[src/rtl/ps2_mouse_packet_rx_if.sv]
// Bus bundle between the PS/2 mouse receiver and its neighbours.
// The master side drives the PS/2 data line and enable and observes the
// decoded packet; the slave side is the receiver itself.
interface ps2_mouse_packet_rx_if #(
  parameter int PKT_CNT_W = 16
);
  logic                 PS2_DAT;
  logic                 enable;
  logic [8:0]           dx;
  logic [8:0]           dy;
  logic                 btn_left;
  logic                 btn_right;
  logic                 btn_middle;
  logic                 pkt_valid;
  logic                 frame_err;
  logic [PKT_CNT_W-1:0] pkt_count;
  logic [7:0]           err_count;

  modport master (
    output PS2_DAT, enable,
    input  dx, dy, btn_left, btn_right, btn_middle,
    input  pkt_valid, frame_err, pkt_count, err_count
  );

  modport slave (
    input  PS2_DAT, enable,
    output dx, dy, btn_left, btn_right, btn_middle,
    output pkt_valid, frame_err, pkt_count, err_count
  );
endinterface

[src/rtl/ps2_mouse_packet_rx.sv]
// PS/2 mouse packet receiver: deserializes device-to-host frames sampled on
// the rising edge of PS2_CLK, validates start/odd-parity/stop, and assembles
// the 3-byte status/X/Y packet into signed 9-bit deltas plus button states.
module ps2_mouse_packet_rx #(
  parameter bit SAT_OVF   = 1'b1,
  parameter int PKT_CNT_W = 16
) (
  input logic                   PS2_CLK,
  input logic                   reset,
  ps2_mouse_packet_rx_if.slave  bus
);

  typedef enum logic [1:0] {
    IDLE   = 2'd0,
    DATA   = 2'd1,
    PARITY = 2'd2,
    STOP   = 2'd3
  } state_t;

  state_t               state_q, state_d;
  logic [2:0]           bit_cnt_q, bit_cnt_d;
  logic [7:0]           sr_q, sr_d;
  logic                 par_q, par_d;
  logic [1:0]           idx_q, idx_d;
  // Status byte minus the always-one sync bit: {ovf_y, ovf_x, sign_y, sign_x, mid, right, left}
  logic [6:0]           stat_q, stat_d;
  logic [7:0]           xbyte_q, xbyte_d;
  logic [8:0]           dx_q, dx_d;
  logic [8:0]           dy_q, dy_d;
  logic [2:0]           btn_q, btn_d;
  logic                 pkt_valid_q, pkt_valid_d;
  logic                 frame_err_q, frame_err_d;
  logic [PKT_CNT_W-1:0] pkt_count_q, pkt_count_d;
  logic [7:0]           err_count_q, err_count_d;

  logic                 byte_ok;
  logic [8:0]           dx_pkt;
  logic [8:0]           dy_pkt;
  logic [7:0]           err_count_inc;

  // Stop bit must be high and data plus parity must hold an odd number of ones.
  assign byte_ok       = bus.PS2_DAT & (^{sr_q, par_q});
  assign err_count_inc = (err_count_q == 8'hFF) ? err_count_q : err_count_q + 8'd1;

  // Bit FSM state register.
  always_ff @(posedge PS2_CLK) begin
    if (reset) state_q <= IDLE;
    else       state_q <= state_d;
  end

  // Bit FSM next-state: one PS2_DAT sample per edge, forced idle while disabled.
  always_comb begin
    state_d = state_q;
    if (!bus.enable) begin
      state_d = IDLE;
    end else begin
      case (state_q)
        IDLE:    if (!bus.PS2_DAT) state_d = DATA;
        DATA:    if (bit_cnt_q == 3'd7) state_d = PARITY;
        PARITY:  state_d = STOP;
        STOP:    state_d = IDLE;
        default: state_d = IDLE;
      endcase
    end
  end

  // Deltas for a packet completing now; the Y byte is the one in the shifter.
  always_comb begin
    dx_pkt = {stat_q[3], xbyte_q};
    dy_pkt = {stat_q[4], sr_q};
    if (SAT_OVF && stat_q[5]) dx_pkt = stat_q[3] ? 9'h100 : 9'h0FF;
    if (SAT_OVF && stat_q[6]) dy_pkt = stat_q[4] ? 9'h100 : 9'h0FF;
  end

  // FSM outputs: shifter, packet assembler, output register loads and counters.
  always_comb begin
    bit_cnt_d   = bit_cnt_q;
    sr_d        = sr_q;
    par_d       = par_q;
    idx_d       = idx_q;
    stat_d      = stat_q;
    xbyte_d     = xbyte_q;
    dx_d        = dx_q;
    dy_d        = dy_q;
    btn_d       = btn_q;
    pkt_valid_d = 1'b0;
    frame_err_d = 1'b0;
    pkt_count_d = pkt_count_q;
    err_count_d = err_count_q;
    if (!bus.enable) begin
      idx_d     = 2'd0;
      bit_cnt_d = 3'd0;
    end else begin
      case (state_q)
        IDLE: begin
          bit_cnt_d = 3'd0;
        end
        DATA: begin
          sr_d      = {bus.PS2_DAT, sr_q[7:1]};
          bit_cnt_d = bit_cnt_q + 3'd1;
        end
        PARITY: begin
          par_d = bus.PS2_DAT;
        end
        STOP: begin
          if (!byte_ok) begin
            // Broken frame: drop any partial packet and resync on a status byte.
            frame_err_d = 1'b1;
            err_count_d = err_count_inc;
            idx_d       = 2'd0;
          end else begin
            case (idx_q)
              2'd0: begin
                if (sr_q[3]) begin
                  stat_d = {sr_q[7:4], sr_q[2:0]};
                  idx_d  = 2'd1;
                end else begin
                  // Not a status byte: we are out of step with the device.
                  frame_err_d = 1'b1;
                  err_count_d = err_count_inc;
                end
              end
              2'd1: begin
                xbyte_d = sr_q;
                idx_d   = 2'd2;
              end
              default: begin
                dx_d        = dx_pkt;
                dy_d        = dy_pkt;
                btn_d       = stat_q[2:0];
                pkt_valid_d = 1'b1;
                pkt_count_d = pkt_count_q + PKT_CNT_W'(1);
                idx_d       = 2'd0;
              end
            endcase
          end
        end
        default: ;
      endcase
    end
  end

  // Datapath and output registers.
  always_ff @(posedge PS2_CLK) begin
    if (reset) begin
      bit_cnt_q   <= 3'd0;
      sr_q        <= 8'd0;
      par_q       <= 1'b0;
      idx_q       <= 2'd0;
      stat_q      <= 7'd0;
      xbyte_q     <= 8'd0;
      dx_q        <= 9'd0;
      dy_q        <= 9'd0;
      btn_q       <= 3'd0;
      pkt_valid_q <= 1'b0;
      frame_err_q <= 1'b0;
      pkt_count_q <= '0;
      err_count_q <= 8'd0;
    end else begin
      bit_cnt_q   <= bit_cnt_d;
      sr_q        <= sr_d;
      par_q       <= par_d;
      idx_q       <= idx_d;
      stat_q      <= stat_d;
      xbyte_q     <= xbyte_d;
      dx_q        <= dx_d;
      dy_q        <= dy_d;
      btn_q       <= btn_d;
      pkt_valid_q <= pkt_valid_d;
      frame_err_q <= frame_err_d;
      pkt_count_q <= pkt_count_d;
      err_count_q <= err_count_d;
    end
  end

  assign bus.dx         = dx_q;
  assign bus.dy         = dy_q;
  assign bus.btn_left   = btn_q[0];
  assign bus.btn_right  = btn_q[1];
  assign bus.btn_middle = btn_q[2];
  assign bus.pkt_valid  = pkt_valid_q;
  assign bus.frame_err  = frame_err_q;
  assign bus.pkt_count  = pkt_count_q;
  assign bus.err_count  = err_count_q;

endmodule

[src/flat_wrapper.sv]
// flat-port wrapper written by rule: the top's interface ports become plain ports
module ps2_mouse_packet_rx_flat 
#(
  parameter bit SAT_OVF   = 1'b1,
  parameter int PKT_CNT_W = 16
)
  (PS2_CLK, reset, bus_PS2_DAT, bus_enable, bus_dx, bus_dy, bus_btn_left, bus_btn_right, bus_btn_middle, bus_pkt_valid, bus_frame_err, bus_pkt_count, bus_err_count);
  ps2_mouse_packet_rx_if #(.PKT_CNT_W(PKT_CNT_W)) bus_i ();
  input logic PS2_CLK;
  input logic reset;
  input wire logic [$bits(bus_i.PS2_DAT)-1:0] bus_PS2_DAT;
  input wire logic [$bits(bus_i.enable)-1:0] bus_enable;
  output wire logic [$bits(bus_i.dx)-1:0] bus_dx;
  output wire logic [$bits(bus_i.dy)-1:0] bus_dy;
  output wire logic [$bits(bus_i.btn_left)-1:0] bus_btn_left;
  output wire logic [$bits(bus_i.btn_right)-1:0] bus_btn_right;
  output wire logic [$bits(bus_i.btn_middle)-1:0] bus_btn_middle;
  output wire logic [$bits(bus_i.pkt_valid)-1:0] bus_pkt_valid;
  output wire logic [$bits(bus_i.frame_err)-1:0] bus_frame_err;
  output wire logic [$bits(bus_i.pkt_count)-1:0] bus_pkt_count;
  output wire logic [$bits(bus_i.err_count)-1:0] bus_err_count;
  assign bus_i.PS2_DAT = bus_PS2_DAT;
  assign bus_i.enable = bus_enable;
  assign bus_dx = bus_i.dx;
  assign bus_dy = bus_i.dy;
  assign bus_btn_left = bus_i.btn_left;
  assign bus_btn_right = bus_i.btn_right;
  assign bus_btn_middle = bus_i.btn_middle;
  assign bus_pkt_valid = bus_i.pkt_valid;
  assign bus_frame_err = bus_i.frame_err;
  assign bus_pkt_count = bus_i.pkt_count;
  assign bus_err_count = bus_i.err_count;
  ps2_mouse_packet_rx #(.SAT_OVF(SAT_OVF), .PKT_CNT_W(PKT_CNT_W)) u_core (.PS2_CLK(PS2_CLK), .reset(reset), .bus(bus_i));
endmodule
[config.mk]
export PLATFORM = sky130hd
export DESIGN_NAME = ps2_mouse_packet_rx_flat
export DESIGN_NICKNAME = d
export VERILOG_FILES = /design/src/rtl/ps2_mouse_packet_rx_if.sv /design/src/rtl/ps2_mouse_packet_rx.sv /design/src/flat_wrapper.sv
export SDC_FILE = /design/constraint.sdc
export NUM_CORES = 1
export LEC_CHECK = 0
export ABC_CLOCK_PERIOD_IN_PS = 5000
export BUFFER_PORTS_ARGS = -buffer_cell sky130_fd_sc_hd__buf_2
export CORE_MARGIN = 2
export CORE_UTILIZATION = 55
export DETAILED_ROUTE_END_ITERATION = 6
export GPL_TIMING_DRIVEN = 0
export PLACE_DENSITY_LB_ADDON = 0.1
export RECOVER_POWER = 25
export SLEW_MARGIN = 20
export SYNTH_ARGS = -nofsm -noshare
export SYNTH_HDL_FRONTEND = slang
export SYNTH_SLANG_ARGS = --single-unit
export TNS_END_PERCENT = 50
[constraint.sdc]
create_clock -name PS2_CLK -period 5 [get_ports PS2_CLK]
set_input_delay 0.5 -clock PS2_CLK [delete_from_list [all_inputs] [get_ports PS2_CLK]]
set_output_delay 0.5 -clock PS2_CLK [all_outputs]
set_load 0.01 [all_outputs]
==> impl_metrics.ini, run 1 <==
[outcome]
status = complete, no violations

[synth]
yosys_warnings = 0
syn-num-nets = 426
synth-main-ff-cell = dfxtp_1
synthCells = 414
synth_cell_types = 48
postSynth.asyncResetShare_pct = 0
synth_seq_cells = 78
synth-edff-count = 0
seq_area_frac_synth_pct = 43.0
syn_area_per_cell_um2 = 8.77
synth_area_um2 = 3630

[worst_setup_path]
crit_path_end_kind = flop
worstPathMaxFanout = 10
worstSetupPathType = reg -> reg
arrival_ps = 2720
worstPathRequired_ps = 5270
cpMaxStageDelayCell = xnor3_4
crit_chain = xor2_1, xnor3_4, mux2i_2, buf_4, buf_4, o21ai_0, a21oi_1
critPathMaxStageDelay_ps = 610
cpMostUsedCell = buf_4
cp-start-kind = flop

[global_routing]
grt.total_usage_pct = 24.2
antenna_found_initial = 0
grt_max_degree = 12
grt_pass1_wl_mm = 13.9
globalRouteOverflowTotal = 0
first_global_vias = 2947

[detailed_routing]
num_vias = 3219
first_iter_violations = 172
ant_nets = 0
viasPerCell = 5.83
wirelength_mm = 8.61
wl_per_cell_um = 15.6
drc_errors = 0
firstDrtPassIters = 5

[placed_design]
routabilityCongestion = 0.821
place_inst = 539
portBuffers = 48
hpwlAfterDp_mm = 6.06

[sta]
setup_tns_ps = 0
period_share_pct = 49.1
setup_viol = 0
slew_violations = 0
hold_viol_final = 0
worst_slew_pin_slew_ps = 645
slew_headroom_pct = 56.2
finalClockSkew_ps = 7.09
min_period_ps = 2450
fmax_mhz = 407
rsz0062_at_grt = no

[layout]
regArea_um2 = 1560
syn_to_final_growth_pct = 13.5
n_antenna_cell = 0
multi_input_area_um2 = 1910
fill_cells = 581
final_cell_mix = 78 x dfxtp_1, 52 x clkbuf_1, 52 x a21oi_1, 32 x nor2_1, 31 x o21ai_0
layout_commonest_cell = dfxtp_1
drive_above_1_share_pct = 10.1
nNetsFinal = 485
fin_cells = 552

[floorplan]
fp-row-count = 29
die_h_um = 85.3
die_width_um = 85.3
coreArea_um2 = 6350
dieArea_um2 = 7270
io_pins = 51
start_util_pct = 57.2

[hold_path]
hp-class = reg -> reg

[clocking]
tritoncts = yes
clk_pin_slew_worst_paths_ps = 80
htree_levels = 3
cts_root_buffer = clkbuf_8
clkSinkCount = 78
insertion_delay_ps = 340
post_cts_resized = 0
clockBufferDepth = 2
cts_inserted_buffers = 9
postCtsSetupBuffers = 0
holdBufCountCts = 0

[power]
ir_drop_mv = 0.248
p_leak_nw = 1.44
p_per_area_nw_per_um2 = 278

[run]
cap_viol_max_count = 0
-- final timing paths --
| path | start | to | slack [ps] | depth (start not counted) |
|---|---|---|---|---|
| worst max register to register | u_core.sr_q[4]$_SDFFE_PP0P_ | u_core.bus.pkt_count[11]$_SDFFE_PP0P_ | 2550 | 7 |
| worst min register to register | u_core.bus.dy[2]$_SDFFE_PP0P_ | u_core.bus.dy[2]$_SDFFE_PP0P_ | 470 | 2 |
| worst min-delay path | u_core.bus.dy[2]$_SDFFE_PP0P_ | u_core.bus.dy[2]$_SDFFE_PP0P_ | 470 | 2 |
| worst max-delay path | u_core.sr_q[4]$_SDFFE_PP0P_ | u_core.bus.pkt_count[11]$_SDFFE_PP0P_ | 2550 | 7 |
-- report_power, final --
| part | switching, mW | internal, mW | leakage, nW | total (mW) |
|---|---|---|---|---|
| Sequential | 0.00155 | 0.622 | 0.628 | 0.624 |
| Combinational | 0.0270 | 0.0107 | 0.720 | 0.0377 |
| Clock | 0.212 | 0.274 | 0.0953 | 0.485 |
-- area by class of cell --
cell class	instances	share of cell area, %
Buffer	29	3.31
Multi-Input combinational cell	301	46.4
Sequential cell	78	37.9
Clock buffer	11	3.19
Clock inverter	2	1.46
Inverter	6	0.547
Tap cell	77	2.34
Timing Repair Buffer	48	4.89
-- cell usage after synthesis, drive strengths merged, types with 2 or more instances --
master | instances | share of area [%]
nor3 | 7 | 0.96
and3 | 3 | 0.52
nand3 | 26 | 3.6
nand2b | 12 | 2.1
a21oi | 52 | 7.2
ha | 8 | 2.8
nand4 | 5 | 0.86
xnor2 | 2 | 0.48
clkbuf | 19 | 2.0
o21ai | 32 | 4.5
xnor3 | 2 | 1.3
nor2b | 4 | 0.69
nor3b | 3 | 0.62
or4 | 17 | 3.6
mux2 | 3 | 0.93
o31ai | 8 | 1.7
mux2i | 23 | 7.2
inv | 5 | 0.52
dfxtp | 78 | 43
a211oi | 8 | 1.7
buf | 10 | 1.8
nor4 | 3 | 0.52
or3 | 10 | 1.7
nand2 | 26 | 2.7
nor2 | 33 | 3.5
and2 | 2 | 0.34
-- state kept, by name, indices dropped and copies added, names as in the netlist --
name / flops
u_core.bus.dy: 9
u_core.btn_q: 3
u_core.bus.pkt_valid: 1
u_core.bus.frame_err: 1
u_core.idx_q: 2
u_core.bus.dx: 9
u_core.bus.pkt_count: 16
u_core.xbyte_q: 8
u_core.par_q: 1
u_core.sr_q: 8
u_core.bit_cnt_q: 3
u_core.state_q: 2
u_core.bus.err_count: 8
u_core.stat_q: 7
-- stage by stage --
step | worst slack [ps] | area [um2] | total power, mW | hold WS (ps) | util (%)
detailed placement | 2590 | 3970 | 0.676 | 462 | 62.5
floorplan | 2840 | 3630 | 0.664 | 443 | -
finish | 2550 | 4120 | 1.15 | 474 | 64.9
CTS | 2570 | 4160 | 1.15 | 468 | 65.5
global placement | 2650 | 3970 | 0.674 | 454 | 62.5
global route | 2430 | 4120 | 1.18 | 499 | 64.9
-- critical path, delay by kind of cell, from the launching register on --
family          cells  cell delay, ps
xor+xnor            2             780
flops               1             480
mux                 1             430
buf+inv             2             420
compound gates      2             260
-- kinds of logic after synthesis --
logic type,Yosys count,share of synthesized area (%)
buffers and inverters,35,4.38
XOR/XNOR,6,2.72
AND/OR/NAND/NOR,155,22.6
adder cells (fa/ha/maj),8,2.76
AO/OA/AOI/OAI,106,16.3
multiplexers,26,8.17
flip-flops,78,43.0
-- routing by layer --
metal / track usage, % / vias to the layer above / part of all wire (%)
met5: 0 / - / 0
li1: - / 1607 / -
met1: 31.9 / 1512 / 46
met3: 4.57 / 18 / 4.9
met4: 10.8 / 0 / 2.5
met2: 38.7 / 82 / 46
(Power assumes the default switching activity.)
==> inputs of run 2 (changes only) <==
--- a/config.mk
+++ b/config.mk
@@ -5,7 +5,7 @@
 export SDC_FILE = /design/constraint.sdc
 export NUM_CORES = 1
 export LEC_CHECK = 0
-export ABC_CLOCK_PERIOD_IN_PS = 5000
+export ABC_CLOCK_PERIOD_IN_PS = 2550
 export BUFFER_PORTS_ARGS = -buffer_cell sky130_fd_sc_hd__buf_2
 export CORE_MARGIN = 2
 export CORE_UTILIZATION = 55
==> constraint.sdc (replaced) <==
create_clock -name PS2_CLK -period 2.55 [get_ports PS2_CLK]
set_input_delay 0.255 -clock PS2_CLK [delete_from_list [all_inputs] [get_ports PS2_CLK]]
set_output_delay 0.255 -clock PS2_CLK [all_outputs]
set_load 0.01 [all_outputs]
==> impl_metrics.ini, run 2 (synthesized netlist as in run 1, its figures left out) <==
[hold_path]
hp-class = in -> reg
min_path_cells = 3

[worst_setup_path]
crit_path_end_kind = flop
crit_chain = xor2_1, xnor3_4, mux2i_4, buf_4, buf_4, o31ai_1, a21oi_1
worstPathRequired_ps = 2750
worstSetupPathType = reg -> reg
cpMostUsedCell = buf_4
critPathMaxStageDelay_ps = 620
ff2ff_path_depth = 7
worstPathMaxFanout = 10
arrival_ps = 2650
cp-start-kind = flop
cpMaxStageDelayCell = xnor3_4

[power]
seq_power_share_pct = 54.3
ir_drop_mv = 0.489
switching_power_uw = 473
intPower_mw = 1.78
p_clk_share_pct = 42.4
p_leak_nw = 1.44
switching_share_pct = 21.0
combPwrFrac_pct = 3.3
p_per_area_nw_per_um2 = 545

[sta]
finalClockSkew_ps = 8.59
worst_slew_pin_slew_ps = 661
layout_setup_ws_ps = 92.9
setup_tns_ps = 0
fmax_mhz = 407
setup_viol = 0
rsz0062_at_grt = yes
hold_viol_final = 0
slew_violations = 0
period_share_pct = 96.4
slew_headroom_pct = 55.1
min_period_ps = 2460

[layout]
fin_cells = 552
largest_reg_flops = 16
n_antenna_cell = 0
final_area_um2 = 4130
drive_above_1_share_pct = 10.1
syn_to_final_growth_pct = 13.7
final_cell_mix = 78 x dfxtp_1, 52 x clkbuf_1, 52 x a21oi_1, 32 x nor2_1, 31 x o21ai_0
nNetsFinal = 485
layout_commonest_cell = dfxtp_1

[floorplan]
fp-row-count = 29
io_pins = 51
coreArea_um2 = 6350
die_width_um = 85.3
start_util_pct = 57.2
dieArea_um2 = 7270
die_h_um = 85.3

[clocking]
cts_inserted_buffers = 9
clkSinkCount = 78
clockBufferDepth = 2
insertion_delay_ps = 340
tritoncts = yes
htree_levels = 3
postCtsSetupBuffers = 0
clk_pin_slew_worst_paths_ps = 70
cts_root_buffer = clkbuf_8

[detailed_routing]
viasPerCell = 5.87
first_iter_violations = 156
ant_nets = 0
wl_per_cell_um = 15.6
wirelength_mm = 8.62
firstDrtPassIters = 5
drc_errors = 0
num_vias = 3242

[placed_design]
hpwlAfterDp_mm = 6.06
routabilityCongestion = 0.821
post-place-ws_ps = 138
place_inst = 539
dpl_cell_area_um2 = 3970
portBuffers = 48

[global_routing]
grt_pass1_wl_mm = 13.9
antenna_found_initial = 0
first_global_vias = 2947
grt.total_usage_pct = 24.2
grt_max_degree = 12
globalRouteOverflowTotal = 0

[run]
cap_viol_max_count = 0

[outcome]
status = complete, no violations
-- run 2: cell counts in the layout (fill, tap and decap cells not counted) --
Identical to the previous run, type by type.
-- run 2: worst paths after layout --
path | startpoint | end | slack (ps)
worst max-delay path | u_core.sr_q[4]$_SDFFE_PP0P_ | u_core.bus.pkt_count[13]$_SDFFE_PP0P_ | 90
worst min-delay path | bus_PS2_DAT | u_core.par_q$_SDFFE_PP0P_ | 310
worst max register to register | u_core.sr_q[4]$_SDFFE_PP0P_ | u_core.bus.pkt_count[13]$_SDFFE_PP0P_ | 90
worst min register to register | u_core.stat_q[2]$_SDFFE_PP0P_ | u_core.btn_q[2]$_SDFFE_PP0P_ | 470
-- run 2: metal layers --
metal	wire, um	share of wire (%)	global-route usage [%]	up-vias
met5	0	0	0	-
met4	210	2.4	10.8	0
met3	365	4.2	4.57	18
met2	3990	46	38.7	67
met1	4060	47	31.9	1541
li1	-	-	-	1616
-- run 2: per-stage QoR --
| step | util [%] | power (mW) | hold WS, ps |
|---|---|---|---|
| CTS | 65.5 | 2.26 | 294 |
| detailed placement | 62.5 | 1.32 | 462 |
| global route | 65.0 | 2.32 | 337 |
| finish | 65.0 | 2.25 | 306 |
| global placement | 62.5 | 1.32 | 454 |
| floorplan | - | 1.30 | 443 |
-- run 2: worst max-delay path: cells and delay by family, from the launching register on --
kind,cells,cell delay [ps]
AO/OA/AOI/OAI,2,390
flip-flops,1,480
multiplexers,1,270
XOR/XNOR,2,790
buffers and inverters,2,370
-- run 2: cell type report --
| class | count | area, um2 |
|---|---|---|
| fillers | 580 | 2220 |
| plain buffers | 29 | 136 |
| flip-flops and latches | 78 | 1560 |
| well taps | 77 | 96.3 |
| inverters | 6 | 22.5 |
| repair buffers | 48 | 201 |
| multi-input cells | 301 | 1920 |
| clock buffers | 11 | 131 |
| clock inverters | 2 | 60.1 |
-- run 2: power by group through the flow --
| stage | Combinational, mW | Sequential, mW | Clock [mW] |
|---|---|---|---|
| after floorplan | 0.0521 | 1.25 | 0 |
| after global placement | 0.0715 | 1.25 | 0 |
| after detailed placement | 0.0735 | 1.25 | 0 |
| after CTS | 0.0741 | 1.22 | 0.961 |
| after global routing | 0.0832 | 1.22 | 1.01 |
| final | 0.0744 | 1.22 | 0.953 |
-- run 2: timing repair --
action	in CTS	in global routing
gates resized for setup	0	1
endpoints found under the setup margin	0	2
hold buffers	0	0
